==> src/rtl/aes_stream_framer.sv <==
// rtl/aes_stream_framer.sv - byte-stream framer feeding a block cipher and serialising its result
module aes_stream_framer #(
   parameter int Nk  = 4,
   parameter int LAT = 0
) (
   input  logic              clk,
   input  logic              rst,
   input  logic              in_valid,
   output logic              in_ready,
   input  logic [7:0]        in_byte,
   input  logic              reuse_key,
   output logic [Nk*32-1:0]  key_out,
   output logic [127:0]      data_out,
   input  logic [127:0]      cipher_result,
   output logic              out_valid,
   input  logic              out_ready,
   output logic [7:0]        out_byte,
   output logic              busy
);

   localparam logic [2:0] ST_IDLE = 3'd0;
   localparam logic [2:0] ST_KEY  = 3'd1;
   localparam logic [2:0] ST_DATA = 3'd2;
   localparam logic [2:0] ST_WAIT = 3'd3;
   localparam logic [2:0] ST_SEND = 3'd4;

   localparam int         KEY_W    = Nk * 32;
   // Key byte 0 is taken in IDLE, so the last key byte arrives when KEY has counted Nk*4-2 bytes.
   localparam logic [4:0] KEY_LAST = 5'(Nk * 4 - 2);
   localparam logic [3:0] LAT_LOAD = 4'(LAT);

   logic [2:0]       state_q, state_d;
   logic [4:0]       cnt_q, cnt_d;
   logic [3:0]       wait_q, wait_d;
   logic [KEY_W-1:0] key_q, key_d;
   logic [127:0]     data_q, data_d;
   logic [127:0]     sh_q, sh_d;
   logic             key_loaded_q, key_loaded_d;
   // Set when data byte 0 was consumed in IDLE (reused key), which moves the DATA end count down by one.
   logic             data_pre_q, data_pre_d;

   logic             in_acc;
   logic             out_acc;
   logic [4:0]       data_last;

   assign in_ready  = (state_q == ST_IDLE) || (state_q == ST_KEY) || (state_q == ST_DATA);
   assign out_valid = (state_q == ST_SEND);
   assign busy      = (state_q != ST_IDLE);
   assign out_byte  = sh_q[127:120];
   assign key_out   = key_q;
   assign data_out  = data_q;

   assign in_acc    = in_valid && in_ready;
   assign out_acc   = out_valid && out_ready;
   assign data_last = data_pre_q ? 5'd14 : 5'd15;

   // Next-state logic: byte assembly, cipher wait and output serialisation.
   always_comb begin
      state_d      = state_q;
      cnt_d        = cnt_q;
      wait_d       = wait_q;
      key_d        = key_q;
      data_d       = data_q;
      sh_d         = sh_q;
      key_loaded_d = key_loaded_q;
      data_pre_d   = data_pre_q;

      case (state_q)
         ST_IDLE: begin
            if (in_acc) begin
               cnt_d = 5'd0;
               if (reuse_key && key_loaded_q) begin
                  data_d     = {data_q[119:0], in_byte};
                  data_pre_d = 1'b1;
                  state_d    = ST_DATA;
               end else begin
                  key_d        = {key_q[KEY_W-9:0], in_byte};
                  key_loaded_d = 1'b0;
                  state_d      = ST_KEY;
               end
            end
         end
         ST_KEY: begin
            if (in_acc) begin
               key_d = {key_q[KEY_W-9:0], in_byte};
               if (cnt_q == KEY_LAST) begin
                  key_loaded_d = 1'b1;
                  data_pre_d   = 1'b0;
                  cnt_d        = 5'd0;
                  state_d      = ST_DATA;
               end else begin
                  cnt_d = cnt_q + 5'd1;
               end
            end
         end
         ST_DATA: begin
            if (in_acc) begin
               data_d = {data_q[119:0], in_byte};
               if (cnt_q == data_last) begin
                  wait_d  = LAT_LOAD;
                  cnt_d   = 5'd0;
                  state_d = ST_WAIT;
               end else begin
                  cnt_d = cnt_q + 5'd1;
               end
            end
         end
         ST_WAIT: begin
            if (wait_q == 4'd0) begin
               sh_d    = cipher_result;
               state_d = ST_SEND;
            end else begin
               wait_d = wait_q - 4'd1;
            end
         end
         ST_SEND: begin
            if (out_acc) begin
               sh_d = {sh_q[119:0], 8'h00};
               if (cnt_q == 5'd15) begin
                  cnt_d   = 5'd0;
                  state_d = ST_IDLE;
               end else begin
                  cnt_d = cnt_q + 5'd1;
               end
            end
         end
         default: begin
            cnt_d   = 5'd0;
            state_d = ST_IDLE;
         end
      endcase
   end

   // State registers; reset discards any partial frame and forgets the loaded key.
   always_ff @(posedge clk) begin
      if (rst) begin
         state_q      <= ST_IDLE;
         cnt_q        <= 5'd0;
         wait_q       <= 4'd0;
         key_q        <= '0;
         data_q       <= '0;
         sh_q         <= '0;
         key_loaded_q <= 1'b0;
         data_pre_q   <= 1'b0;
      end else begin
         state_q      <= state_d;
         cnt_q        <= cnt_d;
         wait_q       <= wait_d;
         key_q        <= key_d;
         data_q       <= data_d;
         sh_q         <= sh_d;
         key_loaded_q <= key_loaded_d;
         data_pre_q   <= data_pre_d;
      end
   end

endmodule

==> config.mk <==
export PLATFORM = sky130hd
export DESIGN_NAME = aes_stream_framer
export DESIGN_NICKNAME = d
export VERILOG_FILES = /design/src/rtl/aes_stream_framer.sv
export SDC_FILE = /design/constraint.sdc
export NUM_CORES = 1
export LEC_CHECK = 0
export CAP_MARGIN = 20
export CORE_ASPECT_RATIO = 2
export CORE_MARGIN = 2
export CORE_UTILIZATION = 52
export CTS_CLUSTER_SIZE = 24
export DETAILED_ROUTE_END_ITERATION = 10
export GPL_TIMING_DRIVEN = 0
export PLACE_DENSITY = 0.92
export RECOVER_POWER = 100
export SLEW_MARGIN = 20
export SYNTH_ARGS = -nofsm -noshare
export SYNTH_HDL_FRONTEND = slang
export SYNTH_SLANG_ARGS = --single-unit
export TNS_END_PERCENT = 5
==> constraint.sdc <==
create_clock -name clk -period 3.25 [get_ports clk]
set_input_delay 0.325 -clock clk [delete_from_list [all_inputs] [get_ports clk]]
set_output_delay 0.325 -clock clk [all_outputs]
set_load 0.03 [all_outputs]
==> metrics, run 1 <==
worst ir drop on vdd 511 uV; clk root buf sky130_fd_sc_hd__clkbuf_16; flip-flop and latch count after synthesis 398; cell count after synthesis 1,940; clock latency of the later-clocked register in the worst-skew pair 0.53 ns; cell types occupying the most area after synthesis sky130_fd_sc_hd__dfxtp_1 52%, sky130_fd_sc_hd__nand2_1 19%, sky130_fd_sc_hd__a21oi_1 8.7%; Cell Area, Placed 19,700 um^2; DRC violation count after routing 0; Cell Area, Synth 15,200 um^2; period utilisation layout 92.2%; number of flops mapped to enable cells by yosys 0; overall fraction of global-route tracks in use 34.2%; endpoint type of the worst setup path output pin; Die H 246 um; IO Count 408; headroom to the max-slew limit 42.1%; sequential cell area fraction in the yosys report 52.5%; switching portion of total power 33.3%; wire length per cell 20.0 um; detailed-route via count 15,700; Worst Path Required 2.92 ns; leakage 8.02 nW; total negative setup slack 0 ns; antenna violations before repair 3; post-CTS setup buffer count 0; critical path class register to output pin; top flip-flop cell by instance count after synthesis sky130_fd_sc_hd__dfxtp_1; core region area 28,800 um^2; maximum buffer depth of the clock tree 3; Synth Net Count 2,087; layout-stage area growth over the synthesis result 37.5%; Internal Power 8.97 mW; number of max-cap violations 0; count of clock tree sinks 398; proportion of layout cells with a drive suffix above 1 4.40%; largest fanout of any net on the critical path 10; result of the run completed; number of endpoints with negative hold slack in the final report 0; class of the tightest hold or removal check input pin to register; initial core utilization 52.6%; fraction of registers with async set/reset 0%; transition time of the tightest slew-check pin 0.869 ns; data arrival time of the critical path 2.67 ns; Tmin final 3.00 ns; initial DRC count 1,057; cell with the most instances after synthesis sky130_fd_sc_hd__nand2_1; sequential power share 42.6%; number of port buffers 407; kind of launch point of the worst setup path register; nets 2,532; total iterations of the first detailed-routing run 5; Die Area 30,700 um^2; share of power burned in the clock network 32.8%; TritonCTS clock tree yes; unrepaired setup endpoints after global routing no; Routability Congestion 0.940; pin count of the biggest net entering global routing 17; Overflow after GRT 0; clock input transition at the sequential cells of the worst setup and hold paths 0.07 ns; dominant cell type by area after synthesis sky130_fd_sc_hd__dfxtp_1; final slew viol count 0; fillers 2,098; post-DR vias/cell 5.66; area of all placed cells without fillers 20,900 um^2; detailed placer's ending HPWL 41.9 mm; number of H-tree levels 2; Post-CTS Hold Fix Bufs 0; portion of total power attributed to combinational logic 24.6%; Netlist cell types 53; Inserted Clock Buffers 36; maximum operating frequency 334 MHz; mean instance size in the synthesized netlist 7.83 um^2; commonest cells in the netlist 758 x sky130_fd_sc_hd__nand2_1, 398 x sky130_fd_sc_hd__dfxtp_1, 264 x sky130_fd_sc_hd__a21oi_1; horizontal extent of the die 125 um; final wirelength 55.4 mm; site row count 88; proportion of netlist area held by the largest area contributor 52.5%; remaining number of nets flagged by the antenna check after routing 0; # setup viols final 0; Warnings, synthesis 0; global-route wire length before repair 83.5 mm; power per standard cell area 645 nW/um^2; via count of the first global-routing pass 16,100; PostCTS Resize Cnt 0; net switching power 4.49 mW; worst clock skew on the final layout 0.0195 ns
[metrics by stage]
stage          setup WS, ns  instances  hold slack [ns]  total power [mW]  utilization [%]
6_report              0.252       2773            0.364              13.5             72.4
5_1_grt               0.126       2773            0.377              14.0             72.4
4_1_cts               0.321       2770            0.360              13.5             72.5
3_5_place_dp          0.294       2707            0.451              9.12             68.3
3_3_place_gp          0.306       2707            0.443              9.02             68.3
2_1_floorplan          1.24       1940            0.454              7.95                -
[layer usage]
metal	part of all wire, %	vias up	GRT usage, %
met2	53	815	66.6
met3	8.6	226	8.81
met4	7.4	0	22.9
li1	-	7329	-
met1	31	7335	30.0
met5	0	-	0
[cells in the final DEF, fill, tap and decap left out, types with 6 or more instances in the layout]
master	synthesis	layout
sky130_fd_sc_hd__buf_4	10	9
sky130_fd_sc_hd__inv_1	11	11
sky130_fd_sc_hd__dfxtp_1	398	398
sky130_fd_sc_hd__a21oi_1	264	264
sky130_fd_sc_hd__clkdlybuf4s50_1	0	140
sky130_fd_sc_hd__clkinv_2	0	6
sky130_fd_sc_hd__mux2i_1	8	9
sky130_fd_sc_hd__clkbuf_1	95	128
sky130_fd_sc_hd__dlygate4sd3_1	0	267
sky130_fd_sc_hd__a311oi_1	120	120
sky130_fd_sc_hd__and2_1	8	8
sky130_fd_sc_hd__buf_2	58	32
sky130_fd_sc_hd__nand2_1	758	758
sky130_fd_sc_hd__clkbuf_16	0	36
sky130_fd_sc_hd__o21ai_0	6	6
sky130_fd_sc_hd__clkbuf_8	0	6
sky130_fd_sc_hd__ha_1	6	6
sky130_fd_sc_hd__nor2_1	136	136
[kinds of logic after synthesis]
group,synth area share [%]
simple gates,23.5
compound gates,17.4
flops,52.5
buf+inv,5.21
mux,0.816
fa+ha+maj,0.494
xor+xnor,0.115
[cell type report]
| class | count | area, um^2 | area share, % |
|---|---|---|---|
| inverters | 12 | 45.0 | 0.216 |
| repair buffers | 407 | 4070 | 19.5 |
| flip-flops and latches | 398 | 7970 | 38.2 |
| plain buffers | 169 | 711 | 3.40 |
| clock buffers | 48 | 1010 | 4.82 |
| diodes | 3 | 7.51 | 0.0360 |
| multi-input cells | 1361 | 6410 | 30.7 |
| well taps | 360 | 450 | 2.16 |
| clock inverters | 15 | 201 | 0.965 |
[critical path: stages (launching register included)]
cell                              delay [ns]
sky130_fd_sc_hd__dfxtp_1                0.29
sky130_fd_sc_hd__clkbuf_1               0.19
sky130_fd_sc_hd__or3b_1                 0.42
sky130_fd_sc_hd__buf_2                  0.20
sky130_fd_sc_hd__inv_2                  0.10
sky130_fd_sc_hd__buf_2                  0.22
sky130_fd_sc_hd__clkdlybuf4s50_1        0.72
[registers in the layout, summed over array words and instances (netlist names)]
name,flops
key_loaded_q,1
state_q,3
data_pre_q,1
cnt_q,5
wait_q,4
data_out,128
key_out,128
sh_q,128
[power by group through the flow]
stage | combinational, mW | clock, mW | sequential [mW]
floorplan | 2.14 | 0 | 5.81
global placement | 3.23 | 0 | 5.79
detailed placement | 3.31 | 0 | 5.81
CTS | 3.35 | 4.43 | 5.71
global route | 3.60 | 4.61 | 5.76
finish | 3.31 | 4.41 | 5.73
[worst paths after layout]
kind / slack (ns) / endpoint / start / depth (start not counted)
worst max register to register: 0.31 / sh_q[113]$_SDFFE_PP0P_ / wait_q[0]$_SDFFE_PP0P_ / 8
worst min-delay path: 0.36 / data_out[5]$_SDFFE_PP0P_ / in_byte[5] / 3
worst min register to register: 0.46 / key_out[121]$_SDFFE_PP0P_ / key_out[121]$_SDFFE_PP0P_ / 2
worst max-delay path: 0.25 / out_valid / state_q[0]$_SDFFE_PP0P_ / 6
No activity file was read; power rests on OpenSTA's default activity.
==> run 2, diff against run 1 <==
Settings changed: GPL_ROUTABILITY_DRIVEN set to 0, SKIP_LAST_GASP set to 1.
==> run 2 against run 1 <==
Count of clock-buffer cells in the layout shrank 3. Utilization about the same. Register-to-register slack barely moved. Non-clock buffer count did not move. Combinational power barely moved. Routed wire length up 0.13%. Cell count decreased by 0.14%. Critical path depth is the same. Via count is 0.21% higher. Sequential power about the same. Highest routed layer unchanged.
==> metrics, run 2 (synthesized netlist as in run 1, its figures left out) <==
wire length per cell 20.0 um (about the same); TritonCTS clock tree yes (unchanged); setup slack after layout 0.286 ns (was 0.252 ns); number of endpoints with negative hold slack in the final report 0 (unchanged); cell with the biggest individual delay on the critical path sky130_fd_sc_hd__clkdlybuf4s50_1 (unchanged); highest metal used met4 (unchanged); Worst Path Required 2.92 ns (about the same); total iterations of the first detailed-routing run 7 (was 5); site row count 88 (unchanged); maximum operating frequency 337 MHz (was 334 MHz); clock input transition at the sequential cells of the worst setup and hold paths 0.07 ns (about the same); depth of the most critical reg-to-reg path 8 (unchanged); endpoint type of the worst setup path output pin (unchanged); Overflow after GRT 0 (unchanged); Die H 246 um (unchanged); core region area 28,800 um^2 (unchanged); Die Area 30,700 um^2 (unchanged); Internal Power 9.01 mW (was 8.97 mW); worst clock skew on the final layout 0.0146 ns (was 0.0195 ns); critical path class register to output pin (unchanged); reg-to-reg critical path startpoint wait_q[0]$_SDFFE_PP0P_ (unchanged); portion of total power attributed to combinational logic 24.8% (was 24.6%); PostCTS Resize Cnt 0 (unchanged); horizontal extent of the die 125 um (unchanged); antenna violations before repair 1 (was 3); most frequent cell on the critical path sky130_fd_sc_hd__buf_2 (unchanged); unrepaired setup endpoints after global routing no (unchanged); period utilisation layout 91.2% (was 92.2%); Worst path top cell family by delay buffers and inverters (unchanged); number of max-cap violations 0 (unchanged); pin count of the biggest net entering global routing 17 (unchanged); worst ir drop on vdd 566 uV (was 511 uV); met3 wirelength from detailed routing 4.71 mm (was 4.74 mm); worst setup slack after placement 0.250 ns (was 0.294 ns); detailed placer's ending HPWL 42.0 mm (was 41.9 mm); largest fanout of any net on the critical path 10 (unchanged); sequential power share 42.5% (was 42.6%); global-route wire length before repair 85.2 mm (was 83.5 mm); class of the tightest hold or removal check input pin to register (unchanged); DRC violation count after routing 0 (unchanged); layout-stage area growth over the synthesis result 37.4% (was 37.5%); proportion of layout cells with a drive suffix above 1 4.65% (was 4.40%); share of power burned in the clock network 32.8% (about the same); result of the run completed (unchanged); worst path buffer plus inverter count 5 (unchanged); nets 2,531 (was 2,532); Inserted Clock Buffers 35 (was 36); maximum buffer depth of the clock tree 3 (unchanged); headroom to the max-slew limit 45.9% (was 42.1%); metal1 wirelength 16.8 mm (was 17.1 mm); kind of launch point of the worst setup path register (unchanged); transition time of the tightest slew-check pin 0.791 ns (was 0.869 ns); post-DR vias/cell 5.68 (was 5.66); routed wire length on met2 29.2 mm (was 29.4 mm); remaining number of nets flagged by the antenna check after routing 0 (unchanged); total negative setup slack 0 ns (unchanged); IO Count 408 (unchanged); Worst Hold End key_out[0]$_SDFFE_PP0P_ (was data_out[5]$_SDFFE_PP0P_); clock latency of the later-clocked register in the worst-skew pair 0.53 ns (about the same); post-CTS setup buffer count 0 (unchanged); largest stage delay on the critical path 0.71 ns (was 0.72 ns); count of clock tree sinks 398 (unchanged); data arrival time of the critical path 2.64 ns (was 2.67 ns); switching portion of total power 33.3% (about the same); net switching power 4.50 mW (was 4.49 mW); Worst Min Path Start in_byte[0] (was in_byte[5]); leakage 8.03 nW (was 8.02 nW); # setup viols final 0 (unchanged); Post-CTS Hold Fix Bufs 0 (unchanged); most frequent cells in the layout 758 x sky130_fd_sc_hd__nand2_1, 398 x sky130_fd_sc_hd__dfxtp_1, 267 x sky130_fd_sc_hd__dlygate4sd3_1, 264 x sky130_fd_sc_hd__a21oi_1, 140 x sky130_fd_sc_hd__clkdlybuf4s50_1 (unchanged); capturing point of the worst reg2reg path sh_q[81]$_SDFFE_PP0P_ (was sh_q[113]$_SDFFE_PP0P_); clk root buf sky130_fd_sc_hd__clkbuf_16 (unchanged); overall fraction of global-route tracks in use 34.9% (was 34.2%); final wirelength 55.4 mm (about the same); detailed-route via count 15,700 (about the same); Critical Path, Cell by Cell clkbuf_1, or3b_1, buf_2, inv_2, buf_2, clkdlybuf4s50_1 (unchanged); Worst Hold Depth 3 (unchanged); R2R setup slack 0.30 ns (was 0.31 ns); most common cell after layout, fill and taps aside sky130_fd_sc_hd__nand2_1 (unchanged); via count of the first global-routing pass 16,300 (was 16,100); Tmin final 2.96 ns (was 3.00 ns); initial core utilization 52.6% (unchanged); number of H-tree levels 2 (unchanged); number of port buffers 407 (unchanged); final slew viol count 0 (unchanged); initial DRC count 1,013 (was 1,057); power per standard cell area 647 nW/um^2 (was 645 nW/um^2)
run 2: cell count changes in the layout (fill, tap and decap cells not counted), moves of 2 or more:
cell                         change
sky130_fd_sc_hd__buf_1           -2
sky130_fd_sc_hd__buf_2           +8
sky130_fd_sc_hd__clkbuf_1        -6
sky130_fd_sc_hd__clkbuf_8        -4
sky130_fd_sc_hd__clkinv_4        -3
sky130_fd_sc_hd__clkinvlp_4      +4
sky130_fd_sc_hd__diode_2         -2
sky130_fd_sc_hd__mux2_1          -2
sky130_fd_sc_hd__mux2_4          +2
run 2: routing by layer:
layer	up-vias	track usage, %
li1	7333	-
met1	7333	30.3
met2	806	66.4
met3	266	9.83
met4	0	26.5
met5	-	0
run 2: worst reg2reg max path, delay by kind of cell, from the launching register on:
kind	cells	cell delay, ns
flip-flops	1	0.34
multiplexers	1	0.50
adder cells (fa/ha/maj)	1	0.15
buffers and inverters	3	1.08
AO/OA/AOI/OAI	1	0.28
AND/OR/NAND/NOR	2	0.52
run 2: power by group through the flow:
stage / registers [mW] / logic, mW / clock network, mW
after floorplan: 5.81 / 2.14 / 0
after global placement: 5.79 / 3.21 / 0
after detailed placement: 5.82 / 3.31 / 0
after CTS: 5.72 / 3.36 / 4.43
after global routing: 5.77 / 3.65 / 4.62
final: 5.74 / 3.34 / 4.43
run 2: layout make-up:
| class | instances | area, um^2 |
|---|---|---|
| antenna | 1 | 2.50 |
| clock buffer | 45 | 976 |
| tap | 360 | 450 |
| timing repair buffer | 407 | 4070 |
| buffer | 169 | 721 |
| sequential | 398 | 7970 |
| inverter | 12 | 45.0 |
| clock inverter | 16 | 219 |
| fill | 2032 | 7980 |
| multi-input combinational | 1361 | 6410 |
run 2: how the worst max path moves through the flow:
stage	to	startpoint	cells past startpoint
2_1_floorplan	state_q[0]$_SDFFE_PP0P_	wait_q[0]$_SDFFE_PP0P_	6
3_3_place_gp	key_out[5]$_SDFFE_PP0P_	rst	5
3_5_place_dp	data_out[125]$_SDFFE_PP0P_	rst	5
4_1_cts	out_valid	state_q[0]$_SDFFE_PP0P_	6
5_1_grt	sh_q[79]$_SDFFE_PP0P_	wait_q[0]$_SDFFE_PP0P_	8
6_report	out_valid	state_q[0]$_SDFFE_PP0P_	6
run 2: per-stage QoR:
stage	instances	area (um^2)	total power, mW	utilization [%]	hold slack [ns]
final	2769	20900	13.5	72.3	0.380
after floorplan	1940	15200	7.95	-	0.454
after CTS	2768	20900	13.5	72.5	0.366
after global routing	2769	20900	14.0	72.3	0.384
after global placement	2707	19700	9.00	68.3	0.442
after detailed placement	2707	19700	9.13	68.3	0.450
==> run 3, diff against run 2 <==
Clock period 3.25 ns to 3.82 ns, I/O delays scaled along.
==> run 3 against run 2 <==
Sequential cell count unchanged. Highest routed layer unchanged. Largest power group unchanged. Largest cell class unchanged. Register-to-register slack improved by 0.41 ns. Global-route usage unchanged. Clock power decreased by 15%. Critical path depth unchanged. Combinational power decreased by 15%. Setup slack improved by 0.35 ns. Sequential share of layout area about the same.
==> metrics, run 3 (synthesized netlist as in run 1, its figures left out) <==
proportion of layout cells with a drive suffix above 1 4.44% (was 4.65%); Tmin final 3.19 ns; clk root buf sky130_fd_sc_hd__clkbuf_16 (unchanged); period utilisation layout 83.4%; core region area 28,800 um^2 (unchanged); maximum buffer depth of the clock tree 3 (unchanged); nets 2,531 (unchanged); PostCTS Resize Cnt 0 (unchanged); Top Usage Layer GRT met2 (unchanged); Worst Min Path Start in_byte[0] (unchanged); overall fraction of global-route tracks in use 34.9% (unchanged); site row count 88 (unchanged); # setup viols final 0 (unchanged); unrepaired setup endpoints after global routing no (unchanged); Die H 246 um (unchanged); endpoint type of the worst setup path output pin (unchanged); TritonCTS clock tree yes (unchanged); data arrival time of the critical path 2.81 ns (was 2.64 ns); number of max-cap violations 0 (unchanged); layout-stage area growth over the synthesis result 37.3% (was 37.4%); filler-free cell count of the finished design 2,769 (unchanged); result of the run completed (unchanged); kind of launch point of the worst setup path register (unchanged); clock input transition at the sequential cells of the worst setup and hold paths 0.07 ns (about the same); final wirelength 55.5 mm (was 55.4 mm); initial core utilization 52.6% (unchanged); critical path class register to output pin (unchanged); headroom to the max-slew limit 45.0% (was 45.9%); Worst Path Required 3.44 ns (was 2.92 ns); worst setup path startpoint state_q[0]$_SDFFE_PP0P_ (unchanged); IO Count 408 (unchanged); Overflow after GRT 0 (unchanged); Inserted Clock Buffers 35 (unchanged); initial DRC count 1,047 (was 1,013); number of endpoints with negative hold slack in the final report 0 (unchanged); met3 Usage GRT 9.83% (unchanged); leakage 8.02 nW (was 8.03 nW); Post-CTS Hold Fix Bufs 0 (unchanged); class of the tightest hold or removal check input pin to register (unchanged); fillers 2,036 (was 2,032); met1 capacity usage during global routing 30.3% (unchanged); global routing usage on met2 66.4% (unchanged); final cell utilization of the core 72.3% (about the same); clock latency of the later-clocked register in the worst-skew pair 0.53 ns (about the same); worst ir drop on vdd 479 uV (was 566 uV); maximum operating frequency 314 MHz; reg-to-reg critical path startpoint wait_q[0]$_SDFFE_PP0P_ (unchanged); detailed-route via count 15,900 (was 15,700); detailed placer's ending HPWL 42.0 mm (unchanged); worst clock skew on the final layout 0.0156 ns (was 0.0146 ns); horizontal extent of the die 125 um (unchanged); most frequent cells in the layout 758 x sky130_fd_sc_hd__nand2_1, 398 x sky130_fd_sc_hd__dfxtp_1, 268 x sky130_fd_sc_hd__dlygate4sd3_1, 264 x sky130_fd_sc_hd__a21oi_1, 139 x sky130_fd_sc_hd__clkdlybuf4s50_1 (was 758 x sky130_fd_sc_hd__nand2_1, 398 x sky130_fd_sc_hd__dfxtp_1, 267 x sky130_fd_sc_hd__dlygate4sd3_1, 264 x sky130_fd_sc_hd__a21oi_1, 140 x sky130_fd_sc_hd__clkdlybuf4s50_1); total iterations of the first detailed-routing run 7 (unchanged); pin count of the biggest net entering global routing 17 (unchanged); largest fanout of any net on the critical path 10 (unchanged); count of clock tree sinks 398 (unchanged); antenna violations before repair 1 (unchanged); post-DR vias/cell 5.73 (was 5.68); power per standard cell area 551 nW/um^2 (was 647 nW/um^2); remaining number of nets flagged by the antenna check after routing 0 (unchanged); number of H-tree levels 2 (unchanged); Die Area 30,700 um^2 (unchanged); global-route wire length before repair 85.2 mm (unchanged); most common cell after layout, fill and taps aside sky130_fd_sc_hd__nand2_1 (unchanged); final slew viol count 0 (unchanged); DRC violation count after routing 0 (unchanged); total negative setup slack 0 ns (unchanged); wire length per cell 20.0 um (about the same); transition time of the tightest slew-check pin 0.804 ns (was 0.791 ns); Cells after DPL 2,707 (unchanged); via count of the first global-routing pass 16,300 (unchanged); number of port buffers 407 (unchanged); post-CTS setup buffer count 0 (unchanged)
## run 3: stage by stage
stage	setup slack, ns	hold WS (ns)	instance area [um^2]	total power, mW
2_1_floorplan	1.81	0.454	15200	6.76
3_3_place_gp	0.840	0.442	19700	7.65
3_5_place_dp	0.763	0.450	19700	7.77
4_1_cts	0.841	0.423	20900	11.5
5_1_grt	0.528	0.441	20900	11.9
6_report	0.633	0.437	20900	11.5
## run 3: area by class of cell
cell class	instances	area (um^2)	area share [%]
diodes	1	2.50	0.0120
plain buffers	169	716	3.43
clock buffers	45	976	4.68
clock inverters	16	219	1.05
inverters	12	45.0	0.216
multi-input cells	1361	6410	30.7
flip-flops and latches	398	7970	38.2
well taps	360	450	2.16
repair buffers	407	4070	19.5
## run 3: worst max-delay path, stage by stage, from the launching register on
cell	delay, ns
sky130_fd_sc_hd__dfxtp_1	0.31
sky130_fd_sc_hd__clkbuf_1	0.19
sky130_fd_sc_hd__or3b_1	0.40
sky130_fd_sc_hd__clkbuf_1	0.23
sky130_fd_sc_hd__inv_2	0.14
sky130_fd_sc_hd__buf_2	0.22
sky130_fd_sc_hd__dlygate4sd3_1	0.78
## run 3: path summary, 6_finish.rpt
path	end	slack [ns]	depth (start not counted)
worst max-delay path	out_valid	0.63	6
worst min-delay path	key_out[0]$_SDFFE_PP0P_	0.44	3
worst max register to register	sh_q[0]$_SDFFE_PP0P_	0.71	8
worst min register to register	key_out[123]$_SDFFE_PP0P_	0.45	2
## run 3: per-layer routing
metal  vias up  share of wire, %
met5         -                 0
met4         0               8.5
met3       268               8.8
met2       869                52
met1      7379                30
li1       7337                 -
## run 3: power breakdown
part / switching [mW] / internal [mW] / leakage, nW
combinational: 1.92 / 0.911 / 4.23
sequential: 0.293 / 4.59 / 3.22
clock: 1.62 / 2.16 / 0.577
total: 3.83 / 7.66 / 8.02
